**src/rtl/rbcp_word_master.sv**
```systemverilog
// RBCP initiator: one 32-bit word request becomes four big-endian single-byte
// RBCP accesses, with a per-byte ack timeout so every request gets one response.
module rbcp_word_master #(
    parameter int TIMEOUT_CYCLES = 255
) (
    input  logic        clk,
    input  logic        rst,
    input  logic        req_valid,
    output logic        req_ready,
    input  logic        req_write,
    input  logic [31:0] req_addr,
    input  logic [31:0] req_wdata,
    output logic        rsp_valid,
    output logic        rsp_error,
    output logic [31:0] rsp_rdata,
    output logic        rbcp_act,
    output logic [31:0] rbcp_addr,
    output logic [7:0]  rbcp_wd,
    output logic        rbcp_we,
    output logic        rbcp_re,
    input  logic        rbcp_ack,
    input  logic [7:0]  rbcp_rd
);

    typedef enum logic [1:0] {IDLE, STROBE, WAIT, DONE} state_t;

    // Last WAIT count value before the byte is abandoned.
    localparam logic [15:0] TO_LAST = 16'(TIMEOUT_CYCLES - 1);

    state_t      state_reg, state_next;
    logic        write_reg, write_next;
    logic [31:0] wdata_reg, wdata_next;
    logic [1:0]  k_reg, k_next;
    logic [31:0] rdata_reg, rdata_next;
    logic        error_reg, error_next;
    logic [15:0] cnt_reg, cnt_next;
    logic [31:0] addr_reg, addr_next;
    logic [7:0]  wd_reg, wd_next;
    logic [31:0] rsp_rdata_reg, rsp_rdata_next;

    logic [7:0]  wbyte [4];
    logic [31:0] rdata_cap;
    logic        capture;

    assign capture = (state_reg == WAIT) && rbcp_ack && !write_reg;

    // Byte k sits at bits [31-8k -: 8]; rdata_cap merges the acked byte in place.
    genvar gi;
    generate
        for (gi = 0; gi < 4; gi++) begin : g_byte
            assign wbyte[gi] = wdata_reg[8*(3-gi) +: 8];
            assign rdata_cap[8*(3-gi) +: 8] = (capture && (k_reg == 2'(gi))) ?
                                              rbcp_rd : rdata_reg[8*(3-gi) +: 8];
        end
    endgenerate

    always_ff @(posedge clk) begin
        if (!rst) begin
            state_reg     <= IDLE;
            write_reg     <= 1'b0;
            wdata_reg     <= 32'h0;
            k_reg         <= 2'd0;
            rdata_reg     <= 32'h0;
            error_reg     <= 1'b0;
            cnt_reg       <= 16'h0;
            addr_reg      <= 32'h0;
            wd_reg        <= 8'h0;
            rsp_rdata_reg <= 32'h0;
        end else begin
            state_reg     <= state_next;
            write_reg     <= write_next;
            wdata_reg     <= wdata_next;
            k_reg         <= k_next;
            rdata_reg     <= rdata_next;
            error_reg     <= error_next;
            cnt_reg       <= cnt_next;
            addr_reg      <= addr_next;
            wd_reg        <= wd_next;
            rsp_rdata_reg <= rsp_rdata_next;
        end
    end

    always_comb begin
        state_next     = state_reg;
        write_next     = write_reg;
        wdata_next     = wdata_reg;
        k_next         = k_reg;
        rdata_next     = rdata_reg;
        error_next     = error_reg;
        cnt_next       = cnt_reg;
        addr_next      = addr_reg;
        wd_next        = wd_reg;
        rsp_rdata_next = rsp_rdata_reg;

        case (state_reg)
            IDLE: begin
                if (req_valid) begin
                    write_next = req_write;
                    wdata_next = req_wdata;
                    k_next     = 2'd0;
                    rdata_next = 32'h0;
                    error_next = 1'b0;
                    addr_next  = req_addr;
                    wd_next    = req_write ? req_wdata[31:24] : 8'h00;
                    state_next = STROBE;
                end
            end
            STROBE: begin
                cnt_next   = 16'h0;
                state_next = WAIT;
            end
            WAIT: begin
                if (rbcp_ack) begin
                    rdata_next = rdata_cap;
                    if (k_reg == 2'd3) begin
                        rsp_rdata_next = write_reg ? 32'h0 : rdata_cap;
                        state_next     = DONE;
                    end else begin
                        k_next     = k_reg + 2'd1;
                        addr_next  = addr_reg + 32'd1;
                        wd_next    = write_reg ? wbyte[k_reg + 2'd1] : 8'h00;
                        state_next = STROBE;
                    end
                end else if (cnt_reg == TO_LAST) begin
                    // Abandon the remaining bytes; already captured bytes are reported.
                    error_next     = 1'b1;
                    rsp_rdata_next = write_reg ? 32'h0 : rdata_reg;
                    state_next     = DONE;
                end else begin
                    cnt_next = cnt_reg + 16'd1;
                end
            end
            DONE: begin
                state_next = IDLE;
            end
            default: begin
                state_next = IDLE;
            end
        endcase
    end

    assign req_ready = (state_reg == IDLE);
    assign rbcp_act  = (state_reg == STROBE) || (state_reg == WAIT);
    assign rbcp_we   = (state_reg == STROBE) && write_reg;
    assign rbcp_re   = (state_reg == STROBE) && !write_reg;
    assign rbcp_addr = addr_reg;
    assign rbcp_wd   = wd_reg;
    assign rsp_valid = (state_reg == DONE);
    assign rsp_error = (state_reg == DONE) && error_reg;
    assign rsp_rdata = rsp_rdata_reg;

endmodule

```
**config.mk**
```make
export PLATFORM = sky130hd
export DESIGN_NAME = rbcp_word_master
export DESIGN_NICKNAME = d
export VERILOG_FILES = /design/src/rtl/rbcp_word_master.sv
export SDC_FILE = /design/constraint.sdc
export NUM_CORES = 1
export LEC_CHECK = 0
export CAP_MARGIN = 40
export CORE_MARGIN = 3
export CORE_UTILIZATION = 47
export DETAILED_ROUTE_END_ITERATION = 10
export PLACE_DENSITY = 0.84
export SLEW_MARGIN = 10
export SYNTH_ARGS = -nofsm -noshare
export SYNTH_HDL_FRONTEND = slang
export SYNTH_SLANG_ARGS = --single-unit
```
**constraint.sdc**
```tcl
create_clock -name clk -period 2.3 [get_ports clk]
set_clock_uncertainty 0.2 [all_clocks]
set_input_delay 0.23 -clock clk [delete_from_list [all_inputs] [get_ports clk]]
set_output_delay 0.23 -clock clk [all_outputs]
set_load 0.02 [all_outputs]
```
### Yosys cells after proc, flatten, opt, wreduce, memory -nomap -nowiden

Cells that the tools add are included.

| word-level totals | value |
|---|---|
| memories | 0 |
| register bits | 158 |
| output and inout bits | 78 |
| bits of input ports | 77 |
| bits in read-only memories | 0 |
| bits in writable memories | 0 |
| bits in latches | 0 |

| operators by class | value |
|---|---|
| shifts and indexed selects | 0 |
| muxes and demuxes | 41 |
| div/mod/pow operators | 0 |
| order comparisons | 1 |
| bitwise logic cells | 1 |
| reduce and logical (&&, ||, !) cells | 23 |
| eq/ne operators | 15 |
| add/subtract/negate cells | 3 |
| multipliers | 0 |

Operator list:

| kind | count |
|---|---|
| two-way mux 32 bit | 10 |
| one-hot mux 32 bit (2 select lines) | 2 |
| two-way mux 8 bit | 11 |
| adder 32 x 1 -> 32 bit (second input constant) | 1 |
| two-way mux 16 bit | 2 |
| one-hot mux 16 bit (2 select lines) | 1 |
| adder 16 x 1 -> 16 bit (second input constant) | 1 |
| binary-select mux 8 bit (select 2 bit) | 1 |
| equality test 16 x 8 -> 1 bit (second input constant) | 1 |
| one-hot mux 8 bit (2 select lines) | 1 |
| two-way mux 2 bit | 7 |
| inequality test 2 bit (second input constant) | 5 |
| logical AND 1 bit | 9 |
| AND reduction 3 bit | 3 |
| equality test 2 bit (second input constant) | 4 |
| one-hot mux 2 bit (4 select lines) | 1 |
| AND reduction 4 bit | 2 |
| nonzero test 2 bit | 3 |
| equality test 2 x 1 -> 1 bit (second input constant) | 2 |
| zero test 2 bit | 2 |
| inequality test 2 x 1 -> 1 bit (second input constant) | 2 |
| one-hot mux 2 bit (2 select lines) | 1 |
| AND reduction 2 bit | 2 |
| >= comparator 3 bit (second input constant) | 1 |
| other kinds (7) | 9 |

### Longest topological paths before layout

| logic depth | value |
|---|---|
| word-level depth | 9 |
| gate-level depth with buffers | 10 |

### Worst setup path after synthesis

Ideal clock, no wire load.

| timing | value |
|---|---|
| path type | flip-flop to flip-flop |
| start | register state_reg[0] |
| end | register addr_reg[29], in the netlist rbcp_addr[29] |
| stages on the path, launching flop included | 10 |
| clock period less this slack | 2441 ps |
| setup slack | -141 ps |
| setup time | 117 ps |
| data arrival time | 2124 ps |
| cell sequence | dfxtp_1 > inv_1 > ha_1 > nor2b_1 > clkbuf_1 > a211oi_1 > buf_2 > o2111ai_1 > o2bb2ai_1 > a32o_1 |

| on the way | value |
|---|---|
| cells in the longest elaborated chain, start to end | 3 |
| elaborated cells between the ends (all ways) | 8 |
| those cells by class | eq/ne (4); mux (1); reduce/logical (3) |

RTL lines:

| what | RTL line | RTL |
|---|---|---|
| start: declaration | 30 | `state_t state_reg, state_next;` |
| start signal: assignment | 70 | `state_reg <= state_next;` |
| zero test 2 bit * | -- |  |
| via req_ready | 9 | `output logic req_ready,` |
| inequality test 2 bit (no source line) / nonzero test 2 bit (equally long branches) | -- |  |
| AND reduction 4 bit (no source line) | -- |  |
| end signal: assignment | 77 | `addr_reg <= addr_next;` |
| end: declaration | 37 | `logic [31:0] addr_reg, addr_next;` |

The timed path passes the listed nets; every way through them passes the cells marked *.
A chain may end at the register's enable or synchronous reset.

### Worst setup path after layout

| timing | value |
|---|---|
| start | register state_reg[1] |
| end | register addr_reg[27], in the netlist rbcp_addr[27] |

| on the way | value |
|---|---|
| cells in the longest elaborated chain, start to end | 3 |
| elaborated cells between the ends (all ways) | 8 |
| those cells by class | eq/ne (4); mux (1); reduce/logical (3) |

RTL lines:

| what | RTL line | RTL |
|---|---|---|
| equality test 2 bit / zero test 2 bit (equally long branches) | 95 | `case (state_reg)` |
| inequality test 2 bit (no source line) / nonzero test 2 bit (equally long branches) | -- |  |
| AND reduction 4 bit (no source line) | -- |  |

Parallel ways exist; a longest one is shown, timed or not.

==> summary.md <==
| Metric | Value |
|---|---|
| Place WS | -0.0370 ns |
| Vias | 7,492 |
| Die ar. | 0.0176 sq mm |
| Register area share after synthesis | 42.0% |
| Post-DRT Antenna Nets | 0 |
| Crit path launch | state_reg[1] |
| GRT Overall Usage | 25.1% |
| Worst Path Arrival | 2.37 ns |
| Hold Vio Cnt, Final | 0 |
| Share of layout cells above drive strength 1 | 13.5% |
| Worst r2r src | state_reg[1] |
| Rel. slew slack | 62.5% |
| Fill cell count | 1,245 |
| Net Sw Frac | 32.5% |
| Placed Cells incl. Taps | 1,241 |
| Routed vias/inst | 5.88 |
| Final core utilization | 67.0% |
| Leak pwr | 3.95 nW |
| Status | completed |
| WS Path Type | reg2reg |
| Overall power | 8.56 mW |
| R2r setup slk | 0.08 ns |
| Setup crit start kind | flip-flop |
| Layout area overhead | 37.2% |
| Crit path cell chain | inv_1, ha_4, nor2b_4, buf_4, or3_4, or3_1, mux2_2, a21oi_2 |
| Mapped Cells | 878 |
| Endpoints failing setup | 0 |
| Core Area | 0.0154 sq mm |
| Hold depth | 3 |
| Commonest non-fill, non-tap cell in the layout | dfxtp_1 |
| Critical Path Max Stage Delay | 0.37 ns |
| Mean post-synth cell area | 8.58 sq um |
| Hold Path Sink | wbyte[3] |
| Final Instance Count excl. Fillers | 1,274 |
| Cell taking the most area after synthesis | dfxtp_1 |
| H-tree levels | 4 |
| Min setup slack post-route | 0.0811 ns |
| Distinct cells, synth | 68 |
| Clock Pin Slew Worst Setup and Hold Paths | 0.06 ns |
| Slew at the pin closest to its max-slew limit | 0.562 ns |
| Seq pwr share | 37.6% |
| Clock root cell | clkbuf_16 |
| Post-layout min period | 2.22 ns |
| Number of remaining DRC errors | 0 |
| Ys Warns | 0 |
| R2r endpoint | rbcp_addr[27] |
| Post-synthesis async set-or-reset flop share | 0% |
| Total wire length | 22.3 mm |
| Gr ovfl total | 0 |
| Routability cong. | 0.904 |
| Max Slew Vio Count | 0 |
| Post-CTS Setup Inserts | 0 |
| CTS Buf Count | 17 |
| First-pass DRT Iterations | 8 |
| Max Clk Rate | 0.451 GHz |
| Most frequent cells in the layout | dfxtp_1 (156), clkdlybuf4s50_1 (150), nand2_1 (99) |
| Io pins | 155 |
| Synth Cell Area | 0.00754 sq mm |
| Iteration-0 DRC Markers | 666 |
| Clock sink total | 158 |
| Maxcap violations | 0 |
| Die width | 133 microns |
| Std-Cell Rows | 45 |
| Die Y-Extent | 133 microns |
| Clk_lat worst skew | 0.43 ns |
| VDD IR-drop max | 566 uV |
| P_sw | 2.78 mW |
| Worst Hold Class | in2reg |
| Fin Hold WS | 0.146 ns |
| Post-synth EDFFs | 0 |
| Final period util | 96.5% |
| Synth top area share | 42.0% |
| Number of synthesized register bits | 158 |
| Cell at the slowest stage of the critical path | or3_4 |
| Ant. Diodes | 0 |
| Ys flop type | dfxtp_1 |
| Input/output buffers | 154 |
| Max clock buf depth | 2 |
| R2r worst-path depth | 8 |
| Largest net degree at the start of global routing | 65 |
| Post-Synthesis Net Count | 966 |
| Pint | 5.78 mW |
| Initial Utilization | 48.8% |
| Worst path required time | 2.45 ns |
| Initial antenna violation count | 0 |
| Clk pwr share | 33.1% |
| Final HPWL DP | 15.5 mm |
| Hold Crit Start | req_wdata[3] |
| Logic pwr share | 29.2% |
| Number of global-route vias before repair | 7,260 |
| Endpoint type of the worst setup path | flip-flop |
| Power density over the cells | 827 mW/mm^2 |
| Global-route wire length before repair | 36.5 mm |
| Drt wl/cell | 17.5 microns |
| Largest cells by area after synthesis | dfxtp_1 (42%), mux2i_1 (5.7%), nand2_1 (4.9%), a22oi_1 (4.5%), nand3_1 (4.4%) |
| Nets | 1,138 |
| Max Fanout on Critical Path | 4 |
| CTS tree | built |
[worst max-delay path: cells and delay by family, from the launching register on]
kind | cells | cell delay (ns)
AND/OR/NAND/NOR | 3 | 0.81
multiplexers | 1 | 0.27
AO/OA/AOI/OAI | 1 | 0.13
adder cells (fa/ha/maj) | 1 | 0.18
flip-flops | 1 | 0.32
buffers and inverters | 2 | 0.22
[per-stage QoR]
stage	instance area [sq um]	setup TNS (ns)
2_1_floorplan	7540	0
3_3_place_gp	9650	0
3_5_place_dp	9650	-0.125
4_1_cts	10300	0
5_1_grt	10300	-0.00357
6_report	10300	0
[per-layer routing]
layer / up-vias / wire length (microns) / track usage, % / part of all wire [%]
met5: - / 0 / 0 / 0
met4: 0 / 393 / 7.56 / 1.8
met3: 40 / 1700 / 6.31 / 7.6
met2: 314 / 10700 / 40.7 / 48
met1: 3560 / 9530 / 33.2 / 43
li1: 3578 / - / - / -
[final cells by class]
class / instances / area (sq um) / area share (%)
clock buffer: 20 / 467 / 4.51
clock inverter: 12 / 133 / 1.28
inverter: 13 / 48.8 / 0.472
multi-input combinational: 635 / 4150 / 40.1
sequential: 158 / 3170 / 30.6
tap: 211 / 264 / 2.55
timing repair buffer: 225 / 2120 / 20.5
[cells by family (layout without fill, tap and decap cells)]
| logic type | Yosys count | after routing | synth area share [%] |
|---|---|---|---|
| and+or+nand+nor | 347 | 347 | 22.8 |
| AOI/OAI and AO/OA | 213 | 213 | 19.3 |
| DFF | 158 | 158 | 42.0 |
| buffers and inverters | 85 | 270 | 4.35 |
| muxes | 54 | 54 | 8.55 |
| adders and majority gates | 11 | 11 | 1.83 |
| xor gates and xnor gates | 10 | 10 | 1.16 |
[cell usage after synthesis (2+ instances only)]
cell / count
a2111oi_0: 2
a211oi_1: 4
a21oi_1: 63
a222oi_1: 3
a22oi_1: 45
a311oi_1: 8
a31oi_1: 3
a32o_1: 2
a41oi_1: 2
and2_1: 9
and3_1: 7
and3b_1: 2
and4_1: 5
buf_1: 15
buf_2: 4
clkbuf_1: 52
dfxtp_1: 158
ha_1: 11
inv_1: 13
mux2_1: 2
mux2i_1: 43
mux4_2: 8
nand2_1: 99
nand2b_1: 8
nand3_1: 67
nand4_1: 14
nand4b_1: 3
nor2_1: 78
nor2b_1: 4
nor3_1: 14
nor3b_1: 2
nor4_1: 6
nor4_4: 2
nor4b_1: 2
o211ai_1: 2
o21ai_0: 15
o221a_2: 2
o221ai_1: 6
o22ai_1: 10
o31ai_1: 32
or2_2: 5
or3_1: 10
or4_1: 3
xnor2_1: 7
xor2_1: 3
[worst max-delay path by stage]
stage	end	slack [ns]	cells past startpoint
floorplan	rdata_reg[10]	0.006	9
global placement	rbcp_addr[27]	0.0007	7
detailed placement	rbcp_addr[30]	-0.04	7
CTS	rbcp_addr[27]	0.001	8
global route	rbcp_addr[19]	-0.004	9
finish	rbcp_addr[27]	0.08	8
[power by group through the flow]
stage / Sequential [mW] / Clock (mW) / Combinational (mW)
2_1_floorplan: 3.45 / 0 / 1.14
6_report: 3.22 / 2.84 / 2.50
5_1_grt: 3.26 / 2.99 / 2.69
3_3_place_gp: 3.26 / 0 / 2.35
3_5_place_dp: 3.27 / 0 / 2.40
4_1_cts: 3.21 / 2.86 / 2.41
[what timing repair did]
item / CTS / global route
endpoints found under the setup margin: 2 / 31
gates resized for setup: 2 / 20
pin swaps: 0 / 4
hold endpoints to repair: 1 / 0
hold buffers: 1 / 0
Note: power is estimated with default switching activity, not from simulation.
